--- config.mk ---
export PLATFORM = sky130hd
export DESIGN_NAME = arbitro_de_funcionalidade
export DESIGN_NICKNAME = d
export VERILOG_FILES = /design/src/rtl/arbitro_pkg.sv /design/src/rtl/arbitro_de_funcionalidade_contador_de_retencao.sv /design/src/rtl/arbitro_de_funcionalidade.sv
export SDC_FILE = /design/constraint.sdc
export NUM_CORES = 1
export LEC_CHECK = 0
export CAP_MARGIN = 30
export CORE_MARGIN = 2
export CORE_UTILIZATION = 50
export CTS_BUF_LIST = sky130_fd_sc_hd__clkbuf_4 sky130_fd_sc_hd__clkbuf_8
export DETAILED_ROUTE_END_ITERATION = 8
export GPL_TIMING_DRIVEN = 0
export PLACE_DENSITY_LB_ADDON = 0.3
export SLEW_MARGIN = 25
export SYNTH_ARGS = -nofsm -noshare
export SYNTH_HDL_FRONTEND = slang
export SYNTH_SLANG_ARGS = --single-unit
--- constraint.sdc ---
create_clock -name Clock -period 3.5 [get_ports Clock]
set_input_delay 0.35 -clock Clock [delete_from_list [all_inputs] [get_ports Clock]]
set_output_delay 0.35 -clock Clock [all_outputs]
set_load 0.05 [all_outputs]
--- src/rtl/arbitro_pkg.sv ---
// Shared definitions for the functionality arbiter.
//   estado_t    : state encoding. Its value is also the Grant/Estado output
//                 pattern, so the outputs come straight from the state register.
//   FUNC_NEUTRO : function code that means "no request".
//   vence()     : decides a same-function conflict; returns the winning station index.
package arbitro_pkg;

   typedef enum logic [1:0] {
      IDLE   = 2'b00,
      GRANT0 = 2'b01,
      GRANT1 = 2'b10,
      BOTH   = 2'b11
   } estado_t;

   localparam logic [2:0] FUNC_NEUTRO = 3'b000;

   // Higher user code wins. On a tie the station that did not own last wins.
   function automatic logic vence(input logic [2:0] user_a,
                                  input logic [2:0] user_b,
                                  input logic       last_owner);
      if (user_a > user_b) return 1'b0;
      if (user_b > user_a) return 1'b1;
      return ~last_owner;
   endfunction

endpackage

--- src/rtl/arbitro_de_funcionalidade_contador_de_retencao.sv ---
// Saturating hold counter for the arbiter.
// Ports:
//   clk, rst : clock and asynchronous active-high reset
//   clear    : forces the count to 0 (takes priority over enable)
//   enable   : increments the count; it stops at all-ones
//   count    : current hold count
//   ge_min   : count >= MIN_HOLD
//   ge_max   : count >= MAX_GRANT. Always 0 when MAX_GRANT is 0.
module contador_de_retencao #(
   parameter int WIDTH     = 10,
   parameter int MIN_HOLD  = 4,
   parameter int MAX_GRANT = 1000
) (
   input  logic             clk,
   input  logic             rst,
   input  logic             clear,
   input  logic             enable,
   output logic [WIDTH-1:0] count,
   output logic             ge_min,
   output logic             ge_max
);

   localparam logic [WIDTH-1:0] MIN_C = WIDTH'(MIN_HOLD);
   localparam logic [WIDTH-1:0] MAX_C = WIDTH'(MAX_GRANT);
   localparam logic             MAX_ON = (MAX_GRANT != 0);

   always_ff @(posedge clk or posedge rst) begin
      if (rst) begin
         count <= '0;
      end else if (clear) begin
         count <= '0;
      end else if (enable && (count != '1)) begin
         count <= count + 1'b1;
      end
   end

   assign ge_min = (count >= MIN_C);
   assign ge_max = MAX_ON & (count >= MAX_C);

endmodule

--- src/rtl/arbitro_de_funcionalidade.sv ---
// Registered arbiter that shares the LED matrix, status LEDs and display
// between station 0 and station 1.
// State table:
//   state  | meaning
//   IDLE   | no station owns the outputs
//   GRANT0 | station 0 owns the outputs alone
//   GRANT1 | station 1 owns the outputs alone
//   BOTH   | the stations request different functions and run concurrently
// Ports:
//   Clock, Reset   : clock and asynchronous active-high reset
//   User0, Func0   : station 0 user code (priority) and function request
//   User1, Func1   : station 1 user code (priority) and function request
//   Grant          : per-station ownership; drives the output mux selects
//   Espera         : per-station "requesting but not granted"
//   GrantUser      : user code of the sole owner, 0 in IDLE or BOTH
//   Estado         : current state code
module arbitro_de_funcionalidade
   import arbitro_pkg::*;
#(
   parameter int MIN_HOLD  = 4,
   parameter int MAX_GRANT = 1000
) (
   input  logic       Clock,
   input  logic       Reset,
   input  logic [2:0] User0,
   input  logic [2:0] Func0,
   input  logic [2:0] User1,
   input  logic [2:0] Func1,
   output logic [1:0] Grant,
   output logic [1:0] Espera,
   output logic [2:0] GrantUser,
   output logic [1:0] Estado
);

   localparam int HOLD_TOP = (MIN_HOLD > MAX_GRANT) ? MIN_HOLD : MAX_GRANT;
   localparam int HOLD_W   = $clog2(HOLD_TOP + 1);

   estado_t           state, next_state;
   logic              last_owner;
   logic [2:0]        grant_user;
   logic [1:0]        espera;
   logic [1:0]        next_grant;
   logic [HOLD_W-1:0] hold;
   logic              ge_min, ge_max;
   logic              req0, req1, conflito, funcs_differ;
   logic              winner, entering;
   estado_t           arb_state, idle_next;

   assign req0         = (Func0 != FUNC_NEUTRO);
   assign req1         = (Func1 != FUNC_NEUTRO);
   assign conflito     = req0 & req1 & (Func0 == Func1);
   assign funcs_differ = req0 & req1 & (Func0 != Func1);

   // A sole requester wins outright; otherwise the conflict rule decides.
   assign winner    = (req0 ^ req1) ? req1 : vence(User0, User1, last_owner);
   assign arb_state = winner ? GRANT1 : GRANT0;

   // Release from a grant reuses this, so a new owner is picked with no idle cycle.
   always_comb begin
      idle_next = arb_state;
      if (!req0 && !req1)  idle_next = IDLE;
      else if (funcs_differ) idle_next = BOTH;
   end

   always_comb begin
      next_state = state;
      case (state)
         IDLE: next_state = idle_next;
         GRANT0: begin
            if (!req0)                                   next_state = idle_next;
            else if (funcs_differ)                       next_state = BOTH;
            else if (conflito && (User1 > User0) && ge_min) next_state = GRANT1;
            else if (conflito && ge_max)                 next_state = GRANT1;
         end
         GRANT1: begin
            if (!req1)                                   next_state = idle_next;
            else if (funcs_differ)                       next_state = BOTH;
            else if (conflito && (User0 > User1) && ge_min) next_state = GRANT0;
            else if (conflito && ge_max)                 next_state = GRANT0;
         end
         BOTH: begin
            if (!req0 && !req1)    next_state = IDLE;
            else if (!req0)        next_state = GRANT1;
            else if (!req1)        next_state = GRANT0;
            else if (Func0 == Func1) next_state = arb_state;
         end
         default: next_state = IDLE;
      endcase
   end

   assign entering   = (next_state != state);
   assign next_grant = next_state;

   contador_de_retencao #(
      .WIDTH     (HOLD_W),
      .MIN_HOLD  (MIN_HOLD),
      .MAX_GRANT (MAX_GRANT)
   ) u_hold (
      .clk    (Clock),
      .rst    (Reset),
      .clear  (entering),
      .enable (1'b1),
      .count  (hold),
      .ge_min (ge_min),
      .ge_max (ge_max)
   );

   always_ff @(posedge Clock or posedge Reset) begin
      if (Reset) begin
         state      <= IDLE;
         last_owner <= 1'b1;
         grant_user <= 3'b000;
         espera     <= 2'b00;
      end else begin
         state <= next_state;
         if (entering && (next_state == GRANT0)) last_owner <= 1'b0;
         if (entering && (next_state == GRANT1)) last_owner <= 1'b1;
         case (next_state)
            GRANT0:  grant_user <= User0;
            GRANT1:  grant_user <= User1;
            default: grant_user <= 3'b000;
         endcase
         espera <= {req1 & ~next_grant[1], req0 & ~next_grant[0]};
      end
   end

   assign Grant     = state;
   assign Estado    = state;
   assign GrantUser = grant_user;
   assign Espera    = espera;

endmodule
[After elaboration in Yosys (flattened, before gate mapping)]
Index checks and enable logic that the tools add are counted.
W data, S select, Z words.
Word-level totals
  output and inout bits: 9
  logic and storage cells: 72
  register bits: 18
  bits of input ports: 14
Operators by class
  $add $sub $neg: 1
  order comparisons: 4
  eq/ne operators: 9
  reductions and logical operators: 15
  muxes and demuxes: 29
  bitwise gates (word level): 9
Operator list (count)
  $mux W2: 15
  $mux W10: 2
  $add A10 B1 Y10 const B: 1
  $ge A10 B10 Y1 const B: 1
  $ge A10 B3 Y1 const B: 1
  $mux W1: 10
  $ne A10 B10 Y1 const B: 1
  $logic_and A1 B1 Y1: 8
  $pmux W2 S4: 1
  $eq A2 B2 Y1 const B: 3
  $gt A3 B3 Y1: 2
  $pmux W3 S2: 1
  $reduce_bool A3 Y1: 2
  $and A1 B1 Y1: 5
  $eq A2 B1 Y1 const B: 2
  $reduce_bool A2 Y1: 2
  $eq A3 B3 Y1: 1
  $ne A3 B3 Y1: 1
  $not A1 Y1: 3
  $logic_not A1 Y1: 2
  $logic_not A2 Y1: 1
  $ne A2 B2 Y1: 1
  $xor A1 B1 Y1: 1

[Depth between registers and ports, before layout]
Gate-level depths: netlist of the first run.
  depth in word-level cells: 16
  mapped depth: 13
  depth with buffers taken out: 13

[Cells and area by module]
From an unflattened synthesis of the first run, not the netlist that was laid out.
Second synthesis, totals
  cell total of the unflattened synthesis: 159
  area total of the unflattened synthesis: 1377.6 sq um
Modules (own cells, without submodules)
  arbitro_de_funcionalidade: cells an instance 91, sequential area each 201.4 sq um, area each 755.7 sq um, times used 1
  contador_de_retencao: cells an instance 68, sequential area each 250.2 sq um, area each 621.8 sq um, times used 1

[Least setup slack after synthesis of the first run]
Ideal clock, no wire load.
  path type: in2reg
  start: input port Func0[2]
  end: register grant_user[0] (netlist: GrantUser[0])
  stages on the path: 13
  setup slack: 0.514 ns
  path buffers: 0
  required time: 3.379 ns
  data arrival time: 2.865 ns
  library setup time: 0.121 ns
  path through: nor3_2 -> inv_1 -> ha_1 -> inv_1 -> o221ai_1 -> a32oi_1 -> a2111oi_1 -> nor2_1 -> a22oi_1 -> inv_1 -> ha_1 -> a22oi_1 -> nor2_1
On the way
  word-level cells in the longest chain between the ends: 11
  elaborated cells between the ends (all ways): 34
  classes of those cells: eq/ne: 4; mux: 18; bitwise: 4; reduce/logical: 8
RTL lines
  start, declared: line arbitro_de_funcionalidade.sv:26  | input logic [2:0] Func0,
  $reduce_bool A3 Y1: line arbitro_de_funcionalidade.sv:49  | assign req0 = (Func0 != FUNC_NEUTRO);
  $xor A1 B1 Y1 or $and A1 B1 Y1 (tied branches): line arbitro_de_funcionalidade.sv:55, arbitro_de_funcionalidade.sv:51, arbitro_de_funcionalidade.sv:52
  $mux W1 or $and A1 B1 Y1 (tied branches): line arbitro_de_funcionalidade.sv:55, arbitro_de_funcionalidade.sv:51
  $mux W2 (tied with other cells): line arbitro_de_funcionalidade.sv:56  | assign arb_state = winner ? GRANT1 : GRANT0;
  $mux W2 (tied with other cells): line arbitro_de_funcionalidade.sv:85  | else if (Func0 == Func1) next_state = arb_state;
  $mux W2 (on tied branches): line arbitro_de_funcionalidade.sv:84, arbitro_de_funcionalidade.sv:72, arbitro_de_funcionalidade.sv:78
  $mux W2 (on tied branches): line arbitro_de_funcionalidade.sv:83, arbitro_de_funcionalidade.sv:71, arbitro_de_funcionalidade.sv:77
  $mux W2 (on tied branches): line arbitro_de_funcionalidade.sv:82, arbitro_de_funcionalidade.sv:70, arbitro_de_funcionalidade.sv:76
  $pmux W2 S4 *: line arbitro_de_funcionalidade.sv:67  | case (state)
  via next_grant[1]: line arbitro_de_funcionalidade.sv:42  | logic [1:0] next_grant;
  $eq A2 B2 Y1 or $eq A2 B1 Y1 (tied branches): line arbitro_de_funcionalidade.sv:118  | case (next_state)
  $pmux W3 S2 *: line arbitro_de_funcionalidade.sv:118
  end signal, assigned: line arbitro_de_funcionalidade.sv:119  | GRANT0: grant_user <= User0;
  end signal, assigned: line arbitro_de_funcionalidade.sv:120  | GRANT1: grant_user <= User1;
  end, declared: line arbitro_de_funcionalidade.sv:40  | logic [2:0] grant_user;
Mark *: on every way through the listed nets, which the timed path passes. The rest lies on a longest branch.
A chain may end at the register's enable or synchronous reset.

[Worst setup path in the final report of the first run]
  start: input port Func1[0]
  end: register grant_user[0] (netlist: GrantUser[0])
On the way
  word-level cells in the longest chain between the ends: 11
  elaborated cells between the ends (all ways): 34
  classes of those cells: eq/ne: 4; mux: 18; bitwise: 4; reduce/logical: 8
RTL lines
  start, declared: line arbitro_de_funcionalidade.sv:28  | input logic [2:0] Func1,
  $reduce_bool A3 Y1: line arbitro_de_funcionalidade.sv:50  | assign req1 = (Func1 != FUNC_NEUTRO);
  $xor A1 B1 Y1 or $and A1 B1 Y1 (tied branches): line arbitro_de_funcionalidade.sv:55, arbitro_de_funcionalidade.sv:51, arbitro_de_funcionalidade.sv:52
  $mux W1 or $and A1 B1 Y1 (tied branches): line arbitro_de_funcionalidade.sv:55, arbitro_de_funcionalidade.sv:51
  $mux W2 (tied with other cells): line arbitro_de_funcionalidade.sv:56
  $mux W2 (tied with other cells): line arbitro_de_funcionalidade.sv:85
  $mux W2 (on tied branches): line arbitro_de_funcionalidade.sv:84, arbitro_de_funcionalidade.sv:72, arbitro_de_funcionalidade.sv:78
  $mux W2 (on tied branches): line arbitro_de_funcionalidade.sv:83, arbitro_de_funcionalidade.sv:71, arbitro_de_funcionalidade.sv:77
  $mux W2 (on tied branches): line arbitro_de_funcionalidade.sv:82, arbitro_de_funcionalidade.sv:70, arbitro_de_funcionalidade.sv:76
  $pmux W2 S4 *: line arbitro_de_funcionalidade.sv:67
  via next_grant[1]: line arbitro_de_funcionalidade.sv:42
  $eq A2 B2 Y1 or $eq A2 B1 Y1 (tied branches): line arbitro_de_funcionalidade.sv:118
  $pmux W3 S2 *: line arbitro_de_funcionalidade.sv:118
Marks and branches as above.

==> results.cfg, run 1 <==
[global_route]
antenna_found_initial = 0
grt_pass1_vias = 1216
grt_max_degree = 19
grt_pass1_wl_um = 4905
grt_util_all_layers_pct = 19.28
gr-total-overflow = 0

[die]
num_rows = 18
die_w_um = 55.94
start_util_pct = 53.47
dieArea_mm2 = 0.003129
core_mm2 = 0.002522
die_h_um = 55.94
io_pins = 23

[clocking]
cts_htree_levels = 1
cts_hold_buf = 0
cts_made_buffers = 3
clock_latency_ps = 290
clk_pin_slew_worst_paths_ps = 100
cts.sinks = 18
ctsRootBufferMaster = clkbuf_4
cts_tree = yes
cts_buffer_depth = 2

[sta]
slew_headroom_pct = 56.48
hold_viol = 0
setup_viol = 0
fin_crit_ps = 3221
rsz0062_at_grt = false
fin_ws_ps = 279.2
timing.final.max_slew_violations = 0
post-route-period-util_pct = 92.02
finClkSkew_ps = 6.055
max_freq_mhz = 310.5
worst_pin_slew_ps = 652.2

[min_path]
hold_class = primary input to asynchronous set/reset pin

[critical_path]
start_kind = primary input
crit_start = Func1[0]
cp_num_cells = 14
cpMaxStageDelayCell = clkdlybuf4s50_1
criticalPathCategory = primary input to flop
cp.arrival_ps = 3410
worstPathRequired_ps = 3680
end_kind = flop
cp_num_buf_inv = 4
path_cells = clkdlybuf4s50_1, or3_1, buf_2, ha_1, inv_1, o221ai_2, a32oi_2, a2111oi_4, nor2_1, a22oi_1, inv_1, ha_1, a22oi_1, nor2_1
path_max_fanout = 7
r2r_cells = 11
critPathTopFamily = compound AO/OA/AOI/OAI gates
crit-reg2reg-launch = u_hold.count[6]
critPathMaxStageDelay_ps = 430

[finish]
finalCoreUtilization_pct = 67.26
layout.nets = 204
fill_cells = 205
area_delta_synth_final_pct = 25.79
layout-drive-gt1-share_pct = 15.56
fin_cells = 210
layout_commonest_cell = clkdlybuf4s50_1
antennaDiodeCount = 0
layout_common_cells = clkdlybuf4s50_1, nor2_1, dfrtp_1

[place]
numPortBuffers = 22
hpwl_um = 2199
place_inst = 203
pre_cts_slack_ps = -474.8
gpl.final_weighted_congestion = 0.8983

[logic_synthesis]
synth-edff-count = 0
synth_top_flop_cell = dfrtp_1
synth_warnings = 0
ys_types = 51
synth_area_per_cell_um2 = 8.932
async_flop_share_pct = 100.0
yosysSeqAreaShare_pct = 33.49
synth_area_mm2 = 0.001349
ys_seq_elements = 18
synth_cells = 151
syn_nets = 174

[route]
drtAntennaViolNets = 0
wl_met1_um = 1211
viasPerCell = 5.852
drc_errors = 0
wl_met3_um = 91
route.met2.wl_um = 1568
maxUsedRoutingLayer = met4
vias = 1229
firstDrtPassIters = 4
drt-initial-drc-count = 35
wl_per_cell_um = 13.89
totalWireLength_um = 2917

[pwr]
power_uw = 1031
switchingPower_uw = 475.8
combPwrFrac_pct = 61.1
vdd_drop_max_uv = 477.1
powerDensity_mw_per_mm2 = 607.8
seq_power_share_pct = 27.8
p_int_uw = 555.5
clkPwrFrac_pct = 11.1
leakagePower_uw = 0.0007137
swShare_pct = 46.13

[outcome]
status = finished, final reports clean

[run]
drv_cap = 0
## final timing paths
path	to	slack (ps)
setup reg to reg	last_owner	850
min in group Clock	last_owner	600
hold reg to reg	last_owner	600
max in group asynchronous	Estado[0]	2650
hold / removal	u_hold.count[1]	430
setup / recovery	GrantUser[0]	280
## cell type report
class                      count  area, um^2  area share (%)
multi-input combinational    113       830.8           48.97
inverter                      13       48.80           2.876
tap                           30       37.54           2.212
timing repair buffer          25       242.7           14.31
buffer                         7       55.05           3.245
clock buffer                   4       30.03           1.770
sequential                    18       451.7           26.62
## metrics by stage
stage / setup TNS (ps) / hold WS (ps) / instance area (um^2)
6_report: 0 / 434.3 / 1697
5_1_grt: 0 / 520.6 / 1697
4_1_cts: 0 / 461.6 / 1648
3_5_place_dp: -2969 / 577.7 / 1607
3_3_place_gp: -1640 / 576.2 / 1607
2_1_floorplan: 0 / 287.8 / 1349
## registers in the layout (all words and copies together), names as in the netlist
register / cells
u_hold.count: 10
Espera: 2
Estado: 2
last_owner: 1
GrantUser: 3
## cell families after synthesis
logic type | synth area share (%)
AND/OR/NAND/NOR | 23.38
AO/OA/AOI/OAI | 21.06
buffers and inverters | 7.699
flip-flops | 33.49
adder cells (fa/ha/maj) | 8.349
XOR/XNOR | 4.546
multiplexers | 1.484
## Yosys cell counts, drive strengths merged (2+ instances only)
cell / instances / area [um^2]
o211ai: 2 / 15.01
mux2i: 2 / 20.02
a22oi: 4 / 30.03
nor3: 4 / 36.29
a31oi: 5 / 31.28
xor2: 4 / 35.03
ha: 9 / 112.6
or4: 2 / 18.77
buf: 7 / 55.05
o31ai: 2 / 15.01
a21oi: 3 / 15.01
nand4: 2 / 12.51
o21a: 2 / 15.01
or3: 2 / 12.51
nor2: 19 / 71.32
a21o: 2 / 16.27
dfrtp: 17 / 425.4
or2: 2 / 12.52
xnor2: 3 / 26.28
inv: 13 / 48.79
o21ai: 4 / 20.02
a211oi: 3 / 27.52
nand2: 7 / 26.28
o22ai: 3 / 18.77
nand3: 7 / 35.03
and2: 2 / 12.51
a2111oi: 2 / 18.77
and3: 4 / 25.02
## power by group through the flow
stage	sequential (uW)	clock, uW	combinational (uW)
final	286	115	630
after global routing	295	128	689
after CTS	283	119	615
after detailed placement	286	0	609
after global placement	283	0	599
after floorplan	373	0	364
## repair_timing
action,CTS,global route
buffers inserted,0,3
resized for setup,2,3
cloned,0,0
endpoints found under the setup margin,4,4
pin swaps,0,1
## per-layer routing
metal | up-vias | track usage (%)
met5 | - | 0
met4 | 0 | 4.082
met3 | 6 | 5.581
met2 | 33 | 37.41
met1 | 579 | 20.41
li1 | 611 | -
Note: power is estimated with default switching activity, not from simulation.
==> run 2, diff against run 1 <==
- SKIP_LAST_GASP: unset -> 1
==> results of run 2 <==
Final layout, timing and power as in run 1 (identical DEF).
==> run 3, diff against run 2 <==
- TNS_END_PERCENT: unset -> 50
==> results of run 3 <==
Final layout, timing and power as in run 1 (identical DEF).
